[config.mk]
export PLATFORM = sky130hd
export DESIGN_NAME = keypad_scan
export DESIGN_NICKNAME = d
export VERILOG_FILES = /design/src/rtl/keypad_scan.sv
export SDC_FILE = /design/constraint.sdc
export NUM_CORES = 1
export LEC_CHECK = 0
export ABC_AREA = 1
export CORE_ASPECT_RATIO = 1.5
export CORE_MARGIN = 10
export CORE_UTILIZATION = 55
export DETAILED_ROUTE_END_ITERATION = 7
export GPL_ROUTABILITY_DRIVEN = 0
export PLACE_DENSITY = 0.76
export RECOVER_POWER = 25
export SETUP_SLACK_MARGIN = 0.3
export SLEW_MARGIN = 40
export SYNTH_ARGS = -nofsm -noshare
export SYNTH_HDL_FRONTEND = slang
export SYNTH_SLANG_ARGS = --single-unit
export TNS_END_PERCENT = 5
[constraint.sdc]
create_clock -name clk -period 2 [get_ports clk]
set_input_delay 0.4 -clock clk [delete_from_list [all_inputs] [get_ports clk]]
set_output_delay 0.4 -clock clk [all_outputs]
set_load 0.01 [all_outputs]
[src/rtl/keypad_scan.sv]
// 4x4 matrix keypad scanner: rotates a low column drive, debounces a single
// row hit on prescaled ticks, and emits a hex code with a one-cycle strobe.
module keypad_scan #(
  parameter int SCAN_DIV = 50000,
  parameter int DEBOUNCE = 4
) (
  input  logic       clk,
  input  logic       reset,
  input  logic [3:0] row,
  output logic [3:0] col,
  output logic [3:0] value,
  output logic       trig,
  output logic       key_down
);

  localparam int PW = $clog2(SCAN_DIV);
  localparam int DW = $clog2(DEBOUNCE + 1);
  localparam logic [PW-1:0] PRE_LAST = PW'(SCAN_DIV - 1);
  localparam logic [DW-1:0] DEB_LAST = DW'(DEBOUNCE - 1);

  typedef enum logic [1:0] {
    ST_SCAN,
    ST_DEBOUNCE,
    ST_HOLD
  } state_t;

  state_t          state, state_nxt;
  logic [3:0]      row_meta, rs;
  logic [PW-1:0]   pre_cnt;
  logic            tick;
  logic [1:0]      ci, ci_nxt;
  logic [1:0]      ri, ri_nxt;
  logic [DW-1:0]   cnt, cnt_nxt;
  logic            accept;
  logic            row_hit;
  logic [1:0]      row_idx;
  logic [3:0]      press_pat;

  function automatic logic [3:0] key_code(input logic [1:0] r, input logic [1:0] c);
    logic [3:0] code;
    case ({r, c})
      4'h0: code = 4'h1;
      4'h1: code = 4'h2;
      4'h2: code = 4'h3;
      4'h3: code = 4'hA;
      4'h4: code = 4'h4;
      4'h5: code = 4'h5;
      4'h6: code = 4'h6;
      4'h7: code = 4'hB;
      4'h8: code = 4'h7;
      4'h9: code = 4'h8;
      4'hA: code = 4'h9;
      4'hB: code = 4'hC;
      4'hC: code = 4'hE;
      4'hD: code = 4'h0;
      4'hE: code = 4'hF;
      default: code = 4'hD;
    endcase
    return code;
  endfunction

  // Rows come straight from board pins, so they are double-flopped before use.
  // NOTE: sequential state is always written with non-blocking assignments so
  // every flop samples the pre-edge value of its neighbours.
  always_ff @(posedge clk or negedge reset) begin
    if (!reset) begin
      row_meta <= 4'hF;
      rs       <= 4'hF;
    end else begin
      row_meta <= row;
      rs       <= row_meta;
    end
  end

  assign tick = (pre_cnt == PRE_LAST);

  always_ff @(posedge clk or negedge reset) begin
    if (!reset) begin
      pre_cnt <= '0;
    end else if (tick) begin
      pre_cnt <= '0;
    end else begin
      pre_cnt <= pre_cnt + PW'(1);
    end
  end

  // A valid hit is exactly one low row; zero or several low rows are ignored.
  // NOTE: every signal assigned in always_comb gets a default first, otherwise
  // an unassigned path infers a latch.
  always_comb begin
    row_hit = 1'b1;
    row_idx = 2'd0;
    case (rs)
      4'b1110: row_idx = 2'd0;
      4'b1101: row_idx = 2'd1;
      4'b1011: row_idx = 2'd2;
      4'b0111: row_idx = 2'd3;
      default: row_hit = 1'b0;
    endcase
  end

  assign press_pat = ~(4'b0001 << ri);

  always_ff @(posedge clk or negedge reset) begin
    if (!reset) begin
      state <= ST_SCAN;
      ci    <= 2'd0;
      ri    <= 2'd0;
      cnt   <= '0;
    end else begin
      state <= state_nxt;
      ci    <= ci_nxt;
      ri    <= ri_nxt;
      cnt   <= cnt_nxt;
    end
  end

  // One counter serves both the press match count and the release count,
  // since the two are never live at the same time.
  always_comb begin
    state_nxt = state;
    ci_nxt    = ci;
    ri_nxt    = ri;
    cnt_nxt   = cnt;
    accept    = 1'b0;
    if (tick) begin
      case (state)
        ST_SCAN: begin
          if (row_hit) begin
            ri_nxt    = row_idx;
            cnt_nxt   = '0;
            state_nxt = ST_DEBOUNCE;
          end else begin
            ci_nxt = ci + 2'd1;
          end
        end
        ST_DEBOUNCE: begin
          if (rs == press_pat) begin
            if (cnt == DEB_LAST) begin
              accept    = 1'b1;
              cnt_nxt   = '0;
              state_nxt = ST_HOLD;
            end else begin
              cnt_nxt = cnt + DW'(1);
            end
          end else begin
            cnt_nxt   = '0;
            ci_nxt    = ci + 2'd1;
            state_nxt = ST_SCAN;
          end
        end
        ST_HOLD: begin
          if (rs == 4'hF) begin
            if (cnt == DEB_LAST) begin
              cnt_nxt   = '0;
              ci_nxt    = ci + 2'd1;
              state_nxt = ST_SCAN;
            end else begin
              cnt_nxt = cnt + DW'(1);
            end
          end else begin
            cnt_nxt = '0;
          end
        end
        default: begin
          cnt_nxt   = '0;
          state_nxt = ST_SCAN;
        end
      endcase
    end
  end

  // value and trig move on the same edge so value is already valid while trig is high.
  always_ff @(posedge clk or negedge reset) begin
    if (!reset) begin
      value <= 4'h0;
      trig  <= 1'b0;
    end else begin
      trig <= accept;
      if (accept) begin
        value <= key_code(ri, ci);
      end
    end
  end

  always_comb begin
    col      = ~(4'b0001 << ci);
    key_down = (state != ST_SCAN);
  end

endmodule
# Word-level counts from Yosys, hierarchy flattened

Memory sizes are Yosys's and may differ from the RTL's. A register that Yosys moved wholly into a read port is not among the register bits.
Cells that the tools add are included.

Bits in read-only memories: 64
Memories kept: 1
Memory bits (writable): 0
Bits in registers: 34
Latch bits: 0

Memory list:

| memory           | words | bits a word | read ports | clocked after Yosys merged registers in | wr ports | line | RTL |
|---|---|---|---|---|---|---|---|
| (name not given) | 16    | 4           | 1          | 1                                       | 0        | 41   | `case ({r, c})` |

Shift operators: 2
Div/mod/pow operators: 0
Bitwise operators: 2
Order comparisons: 0
Mux-type cells: 23
$mul: 0
Add/sub/neg operators: 3
Equality and inequality tests: 16
Reductions and logical operators: 9

Operators by type and width:

| operator                                             | number |
|---|---|
| two-way mux 2 bit                                    | 9 |
| one-hot mux 2 bit (3 select lines)                   | 3 |
| adder 16 x 1 -> 16 bit (second input constant)       | 1 |
| equality test 16 bit (second input constant)         | 1 |
| equality test 4 bit (second input constant)          | 4 |
| two-way mux 16 bit                                   | 1 |
| two-way mux 3 bit                                    | 4 |
| inequality test 2 bit (second input constant)        | 5 |
| one-hot mux 3 bit (3 select lines)                   | 1 |
| NOT 4 bit                                            | 2 |
| left shift 1 x 2 -> 4 bit (first input constant)     | 2 |
| AND reduction 6 bit                                  | 1 |
| two-way mux 1 bit                                    | 5 |
| AND reduction 5 bit                                  | 1 |
| equality test 4 x 3 -> 1 bit (second input constant) | 1 |
| equality test 4 bit                                  | 1 |
| OR reduction 4 bit                                   | 1 |
| adder 3 x 1 -> 3 bit (second input constant)         | 1 |
| equality test 3 x 2 -> 1 bit (second input constant) | 1 |
| inequality test 3 bit (second input constant)        | 1 |
| AND reduction 3 bit                                  | 1 |
| nonzero test 3 bit                                   | 1 |
| adder 2 x 1 -> 2 bit (second input constant)         | 1 |
| equality test 2 x 1 -> 1 bit (second input constant) | 1 |
| 5 further kinds                                      | 5 |

# Logic depth before layout (Yosys ltp)

Depth in word-level cells: 6
Depth in mapped cells: 12
Depth with buffers taken out: 11

# Least setup slack after synthesis

Ideal clock, no wire load.

Path kind: register to register
From: register pre_cnt[0]
To: register value[0]
Path slack: 0.594 ns
Arrival: 1.289 ns
Stages on the path, launching flop included: 12
Cells stage by stage: dfrtp_1 ha_1 nand2_2 inv_2 nand2_2 nor2_4 nand2_4 nor2_4 nand2_2 clkinv_2 nor2_1 nor2_1

Longest elaborated chain between the ends: 2

Ends and longest elaborated chain:

| what                   | line | RTL |
|---|---|---|
| start, declared        | 29   | `logic [PW-1:0] pre_cnt;` |
| start signal, assigned | 83   | `pre_cnt <= pre_cnt + PW'(1);` |
| equality test 16 bit   | 75   | `assign tick = (pre_cnt == PRE_LAST);` |
| two-way mux 1 bit      | 126  | `if (tick) begin` |
| named net accept       | 34   | `logic accept;` |
| end, declared          | 11   | `output logic [3:0] value,` |

The timed path passes the listed nets, and every way through them passes these cells.
A chain may end at the register's enable or synchronous reset.

# Final worst setup path

From: register state[0]
To: output port key_down

Longest elaborated chain between the ends: 1

Ends and longest elaborated chain:

| what                   | line | RTL |
|---|---|---|
| start, declared        | 27   | `state_t state, state_nxt;` |
| start signal, assigned | 111  | `state <= state_nxt;` |
| nonzero test 2 bit     | 188  | `key_down = (state != ST_SCAN);` |
| end, declared          | 13   | `output logic key_down` |

No other way between the ends.

==> summary.md <==
| Metric | Value |
|---|---|
| Run status | `complete, no violations` |
| Initial core utilization | `57.69%` |
| Vias in the first global route | `1,750` |
| IO buf count | `15` |
| Crit. End Element | `output pin` |
| Mean routed wirelength per cell | `12.12 um` |
| HPWL after DPL | `3259 um` |
| Vias per cell | `5.169` |
| Minimum clock period | `1.838 ns` |
| Core Rows | `27` |
| Count of cell types in the netlist | `29` |
| Hold Violations, Final | `0` |
| Hold WS | `0.3123 ns` |
| CP Launch Type | `register` |
| Max Clk Rate | `544.2 MHz` |
| Crit Path Max Fanout | `4` |
| Sw frac | `21.68%` |
| Worst path arrival time | `1.44 ns` |
| Mapped Cells | `276` |
| Die ar. | `6893 um^2` |
| DR iter-0 viols | `75` |
| Die W | `71.21 um` |
| Yosys reg bits | `38` |
| Die H | `96.81 um` |
| Max_cap viols | `0` |
| Vias | `1,773` |
| Worst VDD drop | `0.4368 mV` |
| HP Class | `input port to async pin` |
| Antenna violations before repair | `0` |
| Fin nets | `317` |
| Main flop type after synthesis | `dfrtp_1` |
| Critical Path Source | `state[0]` |
| Tot GR Track Use | `12.91%` |
| Clock Tree Root | `clkbuf_8` |
| CTS clk-pin slew, worst paths | `0.07 ns` |
| Post-Syn Area | `2163 um^2` |
| CTS tree | `built` |
| Most frequent cells in the layout | `nand2_1 (72), nor2_1 (38), inv_1 (34), dfrtp_1 (29), nand3_1 (13)` |
| P per Cell Area | `561.8 nW/um^2` |
| Layout cells sized above 1 | `15.67%` |
| Post-synth net total | `294` |
| R2r endpoint | `cnt[1]` |
| Grt ovf | `0` |
| Reg power frac | `57.4%` |
| CTS Hold Buffers Added | `0` |
| Worst R2R Setup Slack | `0.38 ns` |
| Final wirelength | `4158 um` |
| CP required | `1.60 ns` |
| H-tree depth | `2` |
| Worst r2r src | `pre_cnt[0]` |
| Setup CP Type | `register to output pin` |
| Global-route wire length before repair | `7458 um` |
| Worst reg-to-reg path cell count | `10` |
| DRT Pass-1 Iters | `4` |
| Crit share post-route | `91.88%` |
| Power Internal | `1078 uW` |
| Avg Inst Size Synth | `7.838 um^2` |
| Critical Path End | `key_down` |
| Ports | `16` |
| Switching power | `298.4 uW` |
| DRC | `0` |
| Antenna Cells | `0` |
| Comb pwr share | `3.7%` |
| Most common cell after layout, fill and taps aside | `nand2_1` |
| DRT antenna net count | `0` |
| RSZ-0062 raised after global routing | `yes` |
| Sequential area share after synthesis | `44.42%` |
| Num CTS Buffers | `5` |
| Number of flops mapped to enable cells by yosys | `0` |
| Clk pwr share | `38.9%` |
| TritonCTS Sinks | `38` |
| Slew Viols, Final | `0` |
| Async SR Flop Fraction | `100.0%` |
| Area delta synth->final | `13.24%` |
| Pleak | `0.001245 uW` |
| Worst Skew | `0.003745 ns` |
| Worst skew pair latency | `0.29 ns` |
| Worst-Margin Slew | `0.9052 ns` |
| Final setup viols | `0` |
| Max Buffers Root-to-Sink | `2` |
| Worst slew margin | `39.65%` |
| Core Footprint | `3750 um^2` |
| Largest net degree at the start of global routing | `39` |
| Syn. warnings | `0` |
| Final TNS setup | `0 ns` |
| # fillers | `311` |
## final cells by class
type	count	area (um^2)	share of cell area [%]
flip-flops and latches	38	962.2	39.27
well taps	43	53.80	2.196
repair buffers	18	162.7	6.639
inverters	41	157.7	6.435
multi-input cells	195	1022	41.73
clock buffers	7	86.33	3.524
clock inverters	1	5.005	0.2043
## worst min-delay path by stage
stage	start	endpoint	slack, ns	depth (start not counted)
floorplan	reset	ci[0]	0.10	0
global placement	row_meta[2]	rs[2]	0.35	0
detailed placement	row_meta[0]	rs[0]	0.35	0
CTS	reset	ri[1]	0.07	2
global route	row_meta[0]	rs[0]	0.37	0
finish	reset	ri[1]	0.31	2
## worst max-delay path: stages (launching register included)
cell and delay (ns):
dfrtp_1 0.40, inv_1 0.09, ha_1 0.25, inv_1 0.13, dlygate4sd2_1 0.30
## state kept, by name, summed over array words and instances, names as in the netlist, 2 cells and up
name and flops:
ci 2, cnt 3, pre_cnt 16, ri 2
row_meta 4, rs 4, state 2, value 4
## cells in the mapped netlist, types with 2 or more instances
library cell / number / area (um^2)
dfrtp_1: 30 / 750.7
o21ai_1: 3 / 15.01
nand2_2: 7 / 43.79
o21ai_0: 11 / 55.05
or2_2: 2 / 12.51
inv_2: 3 / 11.26
dfstp_2: 8 / 210.2
buf_6: 2 / 22.52
nor2_1: 38 / 142.6
nand3_1: 13 / 65.06
nand4_1: 5 / 31.28
nor3_1: 5 / 25.02
nand2_1: 72 / 270.3
nor2_4: 5 / 56.30
xor2_1: 3 / 26.28
inv_1: 35 / 131.4
a21oi_1: 7 / 35.03
nand3_2: 2 / 20.02
ha_1: 12 / 150.1
nor2_2: 4 / 25.02
## what timing repair did
item                                   4_1_cts  5_1_grt
resized for setup                            6        1
buffers inserted                             2        0
endpoints found under the hold margin        0        0
setup endpoints to repair                    5       11
## cell families after synthesis
logic type	Yosys count	synth area share, %
flops	38	44.42
fa+ha+maj	12	6.940
buf+inv	43	8.328
xor+xnor	3	1.215
simple gates	155	32.85
compound gates	25	6.246
## through the flow
stage                     util, %  power (uW)  instances  instance area (um^2)  setup slack [ns]
after floorplan                 -       824.9        276                  2163            0.5942
after global placement      62.93       858.6        333                  2360            0.2553
after detailed placement    62.93       860.5        333                  2360            0.1938
after CTS                   65.67        1402        343                  2462           0.08096
after global routing        65.33        1438        343                  2450           0.06594
final                       65.33        1376        343                  2450            0.1625
## routing by layer
metal  routed length (um)  vias up  GRT usage (%)
met1                 1663      831          12.93
met4                  109        0          7.132
met3                  134        9          2.755
met5                    0        -              0
li1                     -      907              -
met2                 2251       26          23.37
## power groups by stage
stage	registers [uW]	clock network (uW)	logic (uW)
2_1_floorplan	802	0	23.3
3_5_place_dp	803	0	57.2
5_1_grt	790	588	59.4
3_3_place_gp	803	0	56.0
4_1_cts	789	556	57.2
6_report	789	536	51.0
(Power assumes the default switching activity.)
